`config.mk`:
```
export PLATFORM = sky130hd
export DESIGN_NAME = alu_op_decoder
export DESIGN_NICKNAME = d
export VERILOG_FILES = /design/src/rtl/alu_op_decoder.sv
export SDC_FILE = /design/constraint.sdc
export NUM_CORES = 1
export LEC_CHECK = 0
export BUFFER_PORTS_ARGS = -buffer_cell sky130_fd_sc_hd__buf_2
export CAP_MARGIN = 20
export CORE_UTILIZATION = 50
export DETAILED_ROUTE_END_ITERATION = 7
export PLACE_DENSITY = 0.8
export SYNTH_ARGS = -nofsm -noshare
export SYNTH_HDL_FRONTEND = slang
export SYNTH_SLANG_ARGS = --single-unit
```
`constraint.sdc`:
```
create_clock -name clk -period 6 [get_ports clk]
set_clock_uncertainty 0.1 [all_clocks]
set_input_delay 0.9 -clock clk [delete_from_list [all_inputs] [get_ports clk]]
set_output_delay 0.9 -clock clk [all_outputs]
set_load 0.02 [all_outputs]
```
`src/rtl/alu_op_decoder.sv`:
```
// Registered MIPS instruction decoder with a 2-entry skid (output reg + skid reg) on valid/ready.
// Optional macro ALU_DEC_ILLEGAL_TRAP_EN: flag unrecognised encodings on the illegal output.
module alu_op_decoder (
  input  logic        clk,
  input  logic        rst,
  input  logic        in_valid,
  output logic        in_ready,
  input  logic [31:0] instr,
  output logic        out_valid,
  input  logic        out_ready,
  output logic [4:0]  op,
  output logic [4:0]  shamt,
  output logic [31:0] imm_ext,
  output logic        use_imm,
  output logic [4:0]  rs,
  output logic [4:0]  rt,
  output logic [4:0]  dest,
  output logic        reg_we,
  output logic        illegal
);

  localparam logic [4:0] OP_ADD  = 5'd0,  OP_SUB  = 5'd1,  OP_MULTS = 5'd2,  OP_MULTU = 5'd3;
  localparam logic [4:0] OP_AND  = 5'd4,  OP_SRL  = 5'd5,  OP_SRA   = 5'd6,  OP_SLT   = 5'd7;
  localparam logic [4:0] OP_BGT  = 5'd8,  OP_BLTE = 5'd9,  OP_OR    = 5'd10, OP_XOR   = 5'd11;
  localparam logic [4:0] OP_BEQ  = 5'd12, OP_BNE  = 5'd13, OP_BLT   = 5'd14, OP_BGTE  = 5'd15;
  localparam logic [4:0] OP_SLL  = 5'd16, OP_JA   = 5'd17, OP_JAL   = 5'd18, OP_JR    = 5'd19;
  localparam logic [4:0] OP_MFHI = 5'd20, OP_MFLO = 5'd21, OP_SLTU  = 5'd22, OP_SW    = 5'd23;
  localparam logic [4:0] OP_LW   = 5'd24;

  typedef struct packed {
    logic [4:0]  op;
    logic [4:0]  shamt;
    logic [31:0] imm_ext;
    logic        use_imm;
    logic [4:0]  rs;
    logic [4:0]  rt;
    logic [4:0]  dest;
    logic        reg_we;
    logic        illegal;
  } dec_t;

  function automatic dec_t decode(input logic [31:0] w);
    dec_t               d;
    logic               we;
    logic               known;
    logic signed [15:0] imm16;
    logic signed [31:0] sext;
    imm16 = w[15:0];
    sext  = imm16;
    d.op      = OP_ADD;
    d.shamt   = 5'd0;
    d.imm_ext = sext;
    d.use_imm = 1'b0;
    d.rs      = w[25:21];
    d.rt      = w[20:16];
    d.dest    = 5'd0;
    d.illegal = 1'b0;
    we        = 1'b0;
    known     = 1'b1;
    case (w[31:26])
      6'h00: begin
        d.dest = w[15:11];
        we     = 1'b1;
        case (w[5:0])
          6'h20, 6'h21: d.op = OP_ADD;
          6'h22, 6'h23: d.op = OP_SUB;
          6'h18: begin d.op = OP_MULTS; we = 1'b0; end
          6'h19: begin d.op = OP_MULTU; we = 1'b0; end
          6'h24: d.op = OP_AND;
          6'h25: d.op = OP_OR;
          6'h26: d.op = OP_XOR;
          6'h2A: d.op = OP_SLT;
          6'h2B: d.op = OP_SLTU;
          6'h00: begin d.op = OP_SLL; d.shamt = w[10:6]; end
          6'h02: begin d.op = OP_SRL; d.shamt = w[10:6]; end
          6'h03: begin d.op = OP_SRA; d.shamt = w[10:6]; end
          6'h08: begin d.op = OP_JR; we = 1'b0; end
          6'h10: d.op = OP_MFHI;
          6'h12: d.op = OP_MFLO;
          default: known = 1'b0;
        endcase
      end
      6'h08, 6'h09: begin d.op = OP_ADD;  d.use_imm = 1'b1; d.dest = w[20:16]; we = 1'b1; end
      6'h0A:        begin d.op = OP_SLT;  d.use_imm = 1'b1; d.dest = w[20:16]; we = 1'b1; end
      6'h0B:        begin d.op = OP_SLTU; d.use_imm = 1'b1; d.dest = w[20:16]; we = 1'b1; end
      // Logical immediates are zero-extended, unlike every other I-type.
      6'h0C: begin d.op = OP_AND; d.imm_ext = {16'd0, w[15:0]}; d.use_imm = 1'b1; d.dest = w[20:16]; we = 1'b1; end
      6'h0D: begin d.op = OP_OR;  d.imm_ext = {16'd0, w[15:0]}; d.use_imm = 1'b1; d.dest = w[20:16]; we = 1'b1; end
      6'h0E: begin d.op = OP_XOR; d.imm_ext = {16'd0, w[15:0]}; d.use_imm = 1'b1; d.dest = w[20:16]; we = 1'b1; end
      6'h04: d.op = OP_BEQ;
      6'h05: d.op = OP_BNE;
      6'h06: d.op = OP_BLTE;
      6'h07: d.op = OP_BGT;
      6'h01: begin
        if (w[20:16] == 5'd0)      d.op = OP_BLT;
        else if (w[20:16] == 5'd1) d.op = OP_BGTE;
        else                       known = 1'b0;
      end
      6'h23: begin d.op = OP_LW; d.use_imm = 1'b1; d.dest = w[20:16]; we = 1'b1; end
      6'h2B: begin d.op = OP_SW; d.use_imm = 1'b1; end
      6'h02: begin d.op = OP_JA;  d.imm_ext = {6'd0, w[25:0]}; end
      6'h03: begin d.op = OP_JAL; d.imm_ext = {6'd0, w[25:0]}; d.dest = 5'd31; we = 1'b1; end
      default: known = 1'b0;
    endcase
    if (!known) begin
      d.op      = OP_ADD;
      d.shamt   = 5'd0;
      d.use_imm = 1'b0;
      d.dest    = 5'd0;
      we        = 1'b0;
    end
`ifdef ALU_DEC_ILLEGAL_TRAP_EN
    d.illegal = !known;
`else
    d.illegal = 1'b0;
`endif
    d.reg_we = we && (d.dest != 5'd0);
    return d;
  endfunction

  dec_t dec_p0;
  dec_t bnd_p1;
  dec_t skd_p1;
  logic vld_p1;
  logic skd_vld_p1;
  logic accept;
  logic out_free;

  always_comb begin
    dec_p0   = decode(instr);
    accept   = in_valid && in_ready;
    out_free = !vld_p1 || out_ready;
  end

  assign in_ready = !skd_vld_p1;

  // Stage p0 -> p1: output register refills from skid first to keep FIFO order.
  always_ff @(posedge clk) begin
    if (rst) begin
      vld_p1     <= 1'b0;
      skd_vld_p1 <= 1'b0;
      bnd_p1     <= '0;
    end else if (out_free) begin
      if (skd_vld_p1) begin
        bnd_p1     <= skd_p1;
        vld_p1     <= 1'b1;
        skd_vld_p1 <= 1'b0;
      end else begin
        vld_p1 <= accept;
        if (accept) bnd_p1 <= dec_p0;
      end
    end else if (accept) begin
      skd_vld_p1 <= 1'b1;
    end
  end

  always_ff @(posedge clk) begin
    if (!out_free && accept) skd_p1 <= dec_p0;
  end

  assign out_valid = vld_p1;
  assign op        = bnd_p1.op;
  assign shamt     = bnd_p1.shamt;
  assign imm_ext   = bnd_p1.imm_ext;
  assign use_imm   = bnd_p1.use_imm;
  assign rs        = bnd_p1.rs;
  assign rt        = bnd_p1.rt;
  assign dest      = bnd_p1.dest;
  assign reg_we    = bnd_p1.reg_we;
  assign illegal   = bnd_p1.illegal;

endmodule
```
# Word level (Yosys, flattened, before mapping)

Cells that the tools add are included.

Flip-flop bits (word level): 121

Eq/ne operators: 33
Muxes and demuxes: 22
Reductions and logical operators: 24

Operators by type and width:

| operator                                                        | number |
|---|---|
| 60-bit 2-to-1 mux                                               | 2 |
| 5-bit one-hot mux with 15 select lines                          | 1 |
| 5-bit one-hot mux with 14 select lines                          | 1 |
| 6-bit == test, second input constant                            | 11 |
| 32-bit one-hot mux with 2 select lines                          | 1 |
| 6-bit by 4-bit == test with 1-bit output, second input constant | 8 |
| 6-bit by 2-bit == test with 1-bit output, second input constant | 4 |
| 6-bit by 3-bit == test with 1-bit output, second input constant | 4 |
| 6-bit by 5-bit == test with 1-bit output, second input constant | 4 |
| 9-bit OR reduction                                              | 2 |
| 17-bit OR reduction                                             | 1 |
| 5-bit 2-to-1 mux                                                | 3 |
| 5-bit one-hot mux with 3 select lines                           | 1 |
| 15-bit OR reduction                                             | 1 |
| 6-bit logical NOT                                               | 2 |
| 10-bit 2-to-1 mux                                               | 1 |
| 3-bit OR reduction                                              | 3 |
| 1-bit 2-to-1 mux                                                | 8 |
| 4-bit 2-to-1 mux                                                | 2 |
| 8-bit OR reduction                                              | 1 |
| 6-bit by 1-bit == test with 1-bit output, second input constant | 1 |
| 2-bit OR reduction                                              | 3 |
| 5-bit by 1-bit == test with 1-bit output, second input constant | 1 |
| 5-bit logical NOT                                               | 1 |
| 8 further kinds                                                 | 12 |

# Logic depth before layout (Yosys ltp)

Gate-level depths: netlist (run 1).

Depth after elaboration: 9
Mapped depth: 7
Mapped depth without buffers: 5

# Worst setup path before layout (run 1)

OpenSTA, ideal clock, no wires.

Path type: input to register
Start: input out_ready
End: register skd_p1[10] in the netlist's numbering, enable pin
Arrival: 5.126 ns
Setup slack: 0.230 ns
Stages: 2
Cells stage by stage: nand2b_1 -> nor3b_1

Longest elaborated chain between the ends: 3

RTL lines:

| item                 | RTL line | text |
|---|---|---|
| start, declared      | 10       | `input logic out_ready,` |
| 1-bit logical OR     | 132      | `out_free = !vld_p1 \|\| out_ready;` |
| 1-bit logical NOT    | 158      | `if (!out_free && accept) skd_p1 <= dec_p0;` |
| 1-bit logical AND    | 158      |  |
| end signal, assigned | 158      |  |
| end, declared        | 123      | `dec_t skd_p1;` |

Every way passes these cells.
A chain may end at the register's enable or synchronous reset.

# Worst setup path in the final report (run 1)

Start: input instr[31]
End: register bnd_p1, in the netlist imm_ext[21]

Longest elaborated chain between the ends: 5
Elaborated cells on any way between the ends: 10
Those cells by class: 5 x eq/ne; 3 x mux; 2 x reduce/logical

RTL lines:

| item                                                                                                        | RTL line | text |
|---|---|---|
| start, declared                                                                                             | 8        | `input logic [31:0] instr,` |
| 6-bit by 4-bit == test with 1-bit output / 6-bit by 2-bit == test with 1-bit output (equally long branches) | 60       | `case (w[31:26])` |
| 3-bit OR reduction (no source line) / 2-bit OR reduction (equally long branches)                            | -        |  |
| 32-bit one-hot mux with 2 select lines *                                                                    | 60       |  |
| 60-bit 2-to-1 mux *                                                                                         | 150      | `if (accept) bnd_p1 <= dec_p0;` |
| 60-bit 2-to-1 mux *                                                                                         | 144      | `if (skd_vld_p1) begin` |
| end signal, assigned                                                                                        | 145      | `bnd_p1 <= skd_p1;` |
| end signal, assigned                                                                                        | 150      |  |
| end, declared                                                                                               | 122      | `dec_t bnd_p1;` |

Mark *: on every way between the ends. The rest lies on a longest branch, timed or not. The select of a mux whose other input is x is not followed.

==> impl_metrics.csv, run 1 <==
group,metric,value,unit
run_status,run_status,"completed",
routing,drt_wl_total,12200,um
placement,io_buffers,96,
layout,syn2layout_area_growth,13.7,%
placement,place.gp.congestion,0.822,
clock_tree,clk_pin_slew,0.10,ns
layout,drive_gt1_share,22.7,%
logic_synthesis,synth.cells.most_frequent,"60 x nor2_1, 56 x dfxtp_1, 54 x edfxtp_1",
logic_synthesis,synth_most_common_cell,"nor2_1",
clock_tree,numCtsBuffers,9,
clock_tree,htreeDepth,3,
sta,setup_tns,0,ns
logic_synthesis,netlist_top_cells_area,"edfxtp_1 31%, dfxtp_1 22%, a211oi_1 6.0%",
floorplanning,start_util,52.1,%
sta,fin_ws,3.31,ns
logic_synthesis,synth_edf_count,54,
logic_synthesis,ys_ff_latch,110,
pwr,power.leakage,2.25,nW
sta,max_freq,372,MHz
sta,finalHoldViolations,0,
global_route,grt_pass1_vias,3786,
sta,post-route-min-period,2.69,ns
layout,fillers,877,
setup_path,worst_setup_path_start_kind,"input pin",
setup_path,crit_path_max_fanout,11,
clock_tree,clock_latency,0.37,ns
sta,tightest_slew,1.09,ns
global_route,track_usage,23.1,%
setup_path,worstPathRequired,6.18,ns
sta,maxSlewViolCount,0,
sta,rsz0062_at_grt,"no",
clock_tree,cts_hold_buffers,0,
pwr,peakVddDrop,0.113,mV
clock_tree,cts.sinks,110,
routing,num_vias,4142,
logic_synthesis,async_reset_ff_share,0,%
floorplanning,die_h,104,um
sta,hold_slack,0.400,ns
routing,wl_per_cell,17.4,um
logic_synthesis,synth_flop_cell,"dfxtp_1",
global_route,grt_max_degree,59,
logic_synthesis,synth_top_area_share,31.4,%
logic_synthesis,synth.largest_area_cell,"edfxtp_1",
placement,hpwl,8330,um
layout,antenna_cells,0,
logic_synthesis,syn_area,0.00516,mm2
floorplanning,fp.dieW,104,um
layout,nets,599,
global_route,antenna_found_initial,0,
hold_path,hold_class,"flop to flop",
setup_path,crit_arrival,2.86,ns
clock_tree,cts_resized,0,
global_route,grt_pass1_wl,19600,um
logic_synthesis,synthCells,497,
global_route,grt-ovfl-total,0,
sta,period_share,44.8,%
floorplanning,core_area,0.00991,mm2
routing,viasPerCell,5.91,
logic_synthesis,syn_nets,533,
logic_synthesis,yosysWarnings,0,
placement,preCtsSetupSlack,3.01,ns
setup_path,worstSetupPathType,"input pin to flop",
routing,drc,0,
sta,slew_headroom,27.4,%
setup_path,end_kind,"flop",
clock_tree,post-cts-setup-buffers,0,
routing,ant_nets,0,
clock_tree,cts_tree,"yes",
logic_synthesis,synth_area_per_cell,10.4,um2
logic_synthesis,ys_seq_area_share,53.1,%
routing,drt-pass1-iter-count,6,
clock_tree,cts.path.max_buffers,2,
clock_tree,cts-root-buf,"clkbuf_8",
floorplanning,die-area,0.0107,mm2
floorplanning,rows,36,
floorplanning,io_pins,98,
logic_synthesis,ys_types,57,
run,drv_cap,0,
sta,setup-violations-final,0,
routing,first_iter_violations,288,
pwr,powerDensity,268,mW/mm2
==> cell families (layout without fill, tap and decap cells) <==
logic type	count (synthesis)	after routing	synth area share [%]
flip-flops	110	110	53.1
multiplexers	29	29	5.62
XOR/XNOR	1	1	0.170
other	1	1	0.0727
AND/OR/NAND/NOR	164	164	16.7
buffers and inverters	59	130	5.24
AO/OA/AOI/OAI	133	133	19.1
==> where the power goes <==
part           total, mW  internal [mW]  switching (mW)
combinational      0.235         0.0791           0.156
clock              0.494          0.251           0.243
sequential         0.843          0.825          0.0180
==> per-layer routing <==
metal	global-route usage [%]	share of wire [%]	wire (um)	vias to the layer above
met5	0	0	0	-
met2	37.7	49	5960	167
met4	8.59	1.2	143	0
li1	-	-	-	2001
met3	3.46	6.4	786	13
met1	31.0	44	5330	1961
==> layout make-up <==
| cell class | instances | area [um2] | area share (%) |
|---|---|---|---|
| sequential | 110 | 2740 | 46.8 |
| multi-input combinational | 328 | 2150 | 36.7 |
| timing repair buffer | 103 | 537 | 9.15 |
| tap | 133 | 166 | 2.84 |
| clock buffer | 12 | 145 | 2.47 |
| clock inverter | 4 | 80.1 | 1.36 |
| inverter | 11 | 41.3 | 0.704 |
==> placed cells by master (no fill, tap or decap), drive strengths merged, types with 10 or more instances in the layout <==
master    n
a21o     10
a21oi    11
a211oi   41
nand3b   11
nor2     60
nand2    23
buf     103
mux2i    29
clkbuf   12
dfxtp    56
o21ai    16
nand3    10
edfxtp   54
inv      12
o31ai    11
==> sequential cells by signal (all words and copies together) (netlist names) <==
register / count
dest: 5
imm_ext: 27
op: 5
out_valid: 1
reg_we: 1
rs: 5
rt: 5
shamt: 5
skd_p1: 54
skd_vld_p1: 1
use_imm: 1
==> final timing paths <==
kind | depth (start not counted) | to | slack, ns | startpoint
worst max register to register | 6 | reg_we | 3.72 | out_valid
worst min register to register | 2 | use_imm | 0.40 | use_imm
worst min-delay path | 2 | use_imm | 0.40 | use_imm
worst max-delay path | 6 | imm_ext[21] | 3.31 | instr[31]
==> worst max-delay path: stages <==
cell and delay, ns:
buf_2 0.15, or4_4 0.58, nor2_1 0.63, buf_6 0.24, a211oi_1 0.09, o31ai_1 0.26
==> stage by stage <==
stage               power (mW)  utilization [%]  instance area (um2)  cells
floorplan                 1.02                -                 5160    497
global placement          1.09             56.8                 5630    684
detailed placement        1.09             56.9                 5640    685
CTS                       1.58             59.2                 5870    701
global route              1.63             59.2                 5870    701
finish                    1.57             59.2                 5870    701
(Power assumes the default switching activity.)
==> run 2, diff against run 1 <==
- ABC_AREA: not set -> 1
- clock period: 6 -> 2.4 ns (I/O delays scaled with it)
==> impl_metrics.csv, run 2 <==
group,metric,value,unit
logic_synthesis,syn_area,0.00506,mm2
clock_tree,clock_latency,0.38,ns
placement,io_buffers,96,
global_route,grt_pass1_vias,3897,
setup_path,worstSetupPathType,"flop to primary output",
clock_tree,cts-root-buf,"clkbuf_8",
pwr,peakVddDrop,0.314,mV
hold_path,hold_class,"input pin to flop",
setup_path,worstPathRequired,1.94,ns
floorplanning,rows,36,
setup_path,crit_path_max_fanout,60,
sta,hold_slack,0.0822,ns
sta,tightest_slew,0.638,ns
clock_tree,htreeDepth,3,
setup_path,path_cells,"clkinv_1, buf_4, buf_2",
setup_path,slowest_stage,"buf_4",
logic_synthesis,netlist_top_cells_area,"edfxtp_1 32%, dfxtp_1 22%, nand2_1 9.9%",
sta,setup-violations-final,0,
sta,fin_ws,0.359,ns
logic_synthesis,synth_most_common_cell,"nand2_1",
global_route,grt-ovfl-total,0,
run,drv_cap,0,
pwr,power.leakage,2.64,nW
floorplanning,io_pins,98,
logic_synthesis,synth_simple_gate_area_share,22.9,%
routing,first_iter_violations,397,
routing,wl_per_cell,15.2,um
clock_tree,numCtsBuffers,9,
sta,period_share,85.0,%
layout,finish.instance_area,0.00584,mm2
setup_path,crit_path_max_incr_delay,0.51,ns
setup_path,cpLargestDelayFamily,"buffers and inverters",
layout,largest_reg_flops,54,
layout,layout_common_cells,"133 x nand2_1, 96 x buf_2, 56 x dfxtp_1",
layout,top_register,"skd_p1",
floorplanning,die-area,0.0105,mm2
placement,place_area,0.00563,mm2
logic_synthesis,synth_flop_cell,"dfxtp_1",
sta,max_freq,490,MHz
setup_path,worst_setup_path_start_kind,"flop",
sta,post-route-min-period,2.04,ns
logic_synthesis,synth.largest_area_cell,"edfxtp_1",
logic_synthesis,ys_ff_latch,110,
sta,setup_tns,0,ns
logic_synthesis,synth_top_area_share,32.0,%
routing,num_vias,4498,
floorplanning,core_area,0.00977,mm2
logic_synthesis,syn_nets,631,
global_route,antenna_found_initial,0,
logic_synthesis,synth_top_family_by_area,"simple AND/OR/NAND/NOR gates",
sta,slew_headroom,57.5,%
pwr,p_total,3.79,mW
clock_tree,cts_hold_buffers,0,
setup_path,end_kind,"primary output",
logic_synthesis,synth-adder-area-share,0,%
logic_synthesis,synth_area_per_cell,8.51,um2
logic_synthesis,async_reset_ff_share,0,%
clock_tree,cts_resized,0,
layout,antenna_cells,0,
floorplanning,fp.dieW,103,um
global_route,grt_max_degree,64,
setup_path,crit_arrival,1.58,ns
layout,nets,711,
global_route,grt_pass1_wl,19100,um
logic_synthesis,ys_seq_area_share,54.2,%
sta,rsz0062_at_grt,"no",
placement,preCtsSetupSlack,0.367,ns
logic_synthesis,synth.cells.most_frequent,"133 x nand2_1, 56 x dfxtp_1, 54 x edfxtp_1, 54 x nor2_1, 46 x a21oi_1",
layout,syn2layout_area_growth,15.3,%
floorplanning,die_h,103,um
setup_path,cp_num_buf_inv,3,
clock_tree,clk_pin_slew,0.11,ns
layout,final_common_cell,"nand2_1",
logic_synthesis,synth_xor_area_share,0,%
clock_tree,post-cts-setup-buffers,0,
logic_synthesis,ys_types,32,
routing,viasPerCell,5.53,
logic_synthesis,yosysWarnings,0,
placement,hpwl,8390,um
routing,drc,0,
routing,ant_nets,0,
layout,drive_gt1_share,24.9,%
clock_tree,cts.sinks,110,
logic_synthesis,synth-compound-area-share,15.7,%
run_status,run_status,"completed",
pwr,powerDensity,649,mW/mm2
logic_synthesis,synthMuxAreaShare,0,%
floorplanning,start_util,51.8,%
sta,finalHoldViolations,0,
clock_tree,cts_tree,"yes",
clock_tree,cts.path.max_buffers,2,
placement,place.gp.congestion,0.894,
routing,drt_wl_total,12300,um
logic_synthesis,synth_edf_count,54,
logic_synthesis,synthCells,595,
routing,drt-pass1-iter-count,8,
sta,maxSlewViolCount,0,
global_route,track_usage,24.0,%
layout,fillers,856,
run 2: cell types whose count changed after synthesis, moves of 11 or more:
| cell | delta |
|---|---|
| o21ai_0 | +29 |
| nand2_1 | +110 |
| a31oi_1 | +24 |
| nand3b_1 | -11 |
| a21oi_1 | +35 |
| nand3_1 | +16 |
| a211oi_1 | -40 |
| o21ai_1 | +14 |
| mux2i_1 | -29 |
| inv_1 | +30 |
run 2: kinds of logic (layout without fill, tap and decap cells):
group	count (synthesis)	after routing
AND/OR/NAND/NOR	253	253
AO/OA/AOI/OAI	144	144
flip-flops	110	110
buffers and inverters	87	172
other	1	1
run 2: layout make-up:
cell class,instances,area (um2),area share (%)
inverter,53,201,3.45
multi-input combinational,398,1970,33.8
timing repair buffer,103,546,9.35
clock inverter,6,70.1,1.20
tap,133,166,2.85
clock buffer,10,138,2.36
sequential,110,2740,47.0
run 2: worst paths after layout:
path	from	endpoint	slack, ns	cells after the start
worst max-delay path	skd_vld_p1	in_ready	0.36	3
worst min-delay path	instr[9]	skd_p1[27]	0.08	1
worst max register to register	skd_vld_p1	imm_ext[16]	0.58	6
worst min register to register	dest[1]	dest[1]	0.37	2
run 2: through the flow:
step                      util [%]  instances
after CTS                     59.7        813
final                         59.7        813
after global routing          59.7        813
after floorplan                  -        595
after detailed placement      57.6        797
after global placement        57.6        797
run 2: power by group:
group	switching (mW)	internal (mW)	total (mW)
combinational	0.372	0.163	0.535
clock	0.643	0.519	1.16
sequential	0.0371	2.05	2.09
run 2: metal layers:
metal | global-route usage [%] | part of all wire, % | vias to the layer above
met5 | 0 | 0 | -
met4 | 7.80 | 1.6 | 0
met3 | 4.68 | 8.6 | 18
met2 | 40.2 | 49 | 228
met1 | 31.5 | 41 | 2094
li1 | - | - | 2158
==> run 3, diff against run 2 <==
--- a/config.mk
+++ b/config.mk
@@ -9,7 +9,7 @@
 export BUFFER_PORTS_ARGS = -buffer_cell sky130_fd_sc_hd__buf_2
 export CAP_MARGIN = 20
-export CORE_UTILIZATION = 50
+export CORE_UTILIZATION = 55
 export DETAILED_ROUTE_END_ITERATION = 7
-export PLACE_DENSITY = 0.8
+export PLACE_DENSITY = 0.83
 export SYNTH_ARGS = -nofsm -noshare
 export SYNTH_HDL_FRONTEND = slang
==> constraint.sdc (replaced) <==
create_clock -name clk -period 2 [get_ports clk]
set_clock_uncertainty 0.1 [all_clocks]
set_input_delay 0.3 -clock clk [delete_from_list [all_inputs] [get_ports clk]]
set_output_delay 0.3 -clock clk [all_outputs]
set_load 0.1 [all_outputs]
==> impl_metrics.csv, run 3 (synthesized netlist as in run 2, its figures left out) <==
group,metric,value,unit
layout,layout_common_cells,"132 x nand2_1, 96 x buf_2, 55 x dfxtp_1",
setup_path,worstSetupPathType,"flop to primary output",
layout,nets,715,
clock_tree,cts.path.max_buffers,2,
clock_tree,htreeDepth,3,
hold_path,whs_path_depth,1,
routing,viasPerCell,5.70,
pwr,comb_power_share,23.0,%
global_route,grt-ovfl-total,0,
layout,drive_gt1_share,26.2,%
clock_tree,cts.sinks,110,
routing,drt-pass1-iter-count,7,
floorplanning,fp.dieW,98.0,um
routing,wl_per_cell,15.3,um
placement,io_buffers,96,
pwr,internal_power,3.27,mW
floorplanning,die_h,98.0,um
routing,num_vias,4511,
global_route,grt_max_degree,64,
placement,place.gp.congestion,1.09,
sta,rsz0062_at_grt,"no",
global_route,grt_pass1_vias,4169,
pwr,clockPowerShare,27.3,%
floorplanning,core_area,0.00881,mm2
clock_tree,cts_tree,"yes",
sta,slew_headroom,64.3,%
sta,finalHoldViolations,0,
pwr,powerDensity,860,mW/mm2
sta,setup-violations-final,0,
sta,hold_slack,0.0470,ns
hold_path,hold_class,"input pin to flop",
placement,hpwl,8480,um
setup_path,worst_setup_path_start_kind,"flop",
setup_path,end_kind,"primary output",
clock_tree,clock_latency,0.36,ns
run,drv_cap,0,
global_route,track_usage,26.2,%
clock_tree,cts-root-buf,"clkbuf_8",
setup_path,ff2ff_path_depth,5,
clock_tree,cts_resized,0,
layout,finish.instance_area,0.00587,mm2
pwr,switching_power,1.78,mW
routing,drt_wl_total,12200,um
global_route,grt_pass1_wl,20000,um
setup_path,crit_arrival,1.33,ns
layout,antenna_cells,0,
sta,fin_ws,0.265,ns
floorplanning,start_util,57.5,%
layout,syn2layout_area_growth,16.0,%
floorplanning,io_pins,98,
run_status,violations,"design-rule violations",
global_route,antenna_found_initial,0,
pwr,power.leakage,2.67,nW
pwr,sequentialPowerShare,49.7,%
clock_tree,post-cts-setup-buffers,0,
clock_tree,clk_pin_slew,0.12,ns
routing,ant_nets,0,
clock_tree,numCtsBuffers,9,
run_status,run_status,"complete, but fails checks",
setup_path,crit_path_max_fanout,20,
routing,first_iter_violations,307,
layout,largest_reg_flops,54,
layout,final_common_cell,"nand2_1",
layout,top_register,"skd_p1",
sta,max_freq,577,MHz
sta,maxSlewViolCount,0,
clock_tree,cts_hold_buffers,0,
floorplanning,die-area,0.00959,mm2
layout,fillers,716,
sta,period_share,86.7,%
sta,post-route-min-period,1.73,ns
pwr,sw_frac_of_total,35.3,%
placement,place_area,0.00567,mm2
layout,area.sequential,0.00275,mm2
layout,multiInputGateArea,0.00198,mm2
sta,tightest_slew,0.536,ns
routing,drc,11,
pwr,peakVddDrop,0.537,mV
floorplanning,rows,34,
setup_path,worstPathRequired,1.60,ns
placement,preCtsSetupSlack,0.0754,ns
[run 3: changes by cell type in the layout (fill, tap and decap cells not counted), moves of 2 or more]
cell / delta
buf_4: +2
inv_1: -2
inv_4: +2
inv_2: +2
buf_12: +2
inv_8: +2
[run 3: final timing paths]
| path | startpoint | end | slack, ns |
|---|---|---|---|
| max reg2reg | skd_vld_p1 | imm_ext[2] | 0.35 |
| max | skd_vld_p1 | in_ready | 0.27 |
| min | instr[7] | skd_p1[25] | 0.05 |
| min reg2reg | op[3] | op[3] | 0.37 |
[run 3: power by group through the flow]
stage / combinational (mW) / clock, mW / sequential (mW)
finish: 1.16 / 1.38 / 2.51
global route: 1.23 / 1.48 / 2.52
CTS: 1.16 / 1.39 / 2.51
detailed placement: 1.16 / 0 / 2.56
global placement: 1.14 / 0 / 2.56
floorplan: 0.394 / 0 / 3.09
[run 3: layer usage]
layer | wire, um | GRT usage (%) | vias to the layer above
li1 | - | - | 2166
met1 | 5060 | 34.9 | 2094
met2 | 5840 | 42.6 | 221
met3 | 948 | 4.65 | 30
met4 | 304 | 10.4 | 0
met5 | 0 | 0 | -
[run 3: area by class of cell]
cell class,count,area share (%)
Clock buffer,9,2.11
Inverter,53,3.51
Multi-Input combinational cell,398,33.8
Clock inverter,7,1.34
Sequential cell,110,46.8
Timing Repair Buffer,107,10.2
Tap cell,108,2.30
[run 3: metrics by stage]
stage | std cells | util, % | power [mW] | TNS [ns]
5_1_grt | 792 | 66.7 | 5.23 | 0
3_5_place_dp | 776 | 64.4 | 3.72 | 0
6_report | 792 | 66.7 | 5.05 | 0
3_3_place_gp | 776 | 64.4 | 3.70 | 0
4_1_cts | 792 | 66.7 | 5.06 | 0
2_1_floorplan | 595 | - | 3.48 | -5.71
[run 3: worst max-delay path, cell delays in order, from the launching register on]
cell and delay, ns:
dfxtp_1 0.36, clkinv_4 0.15, buf_2 0.45
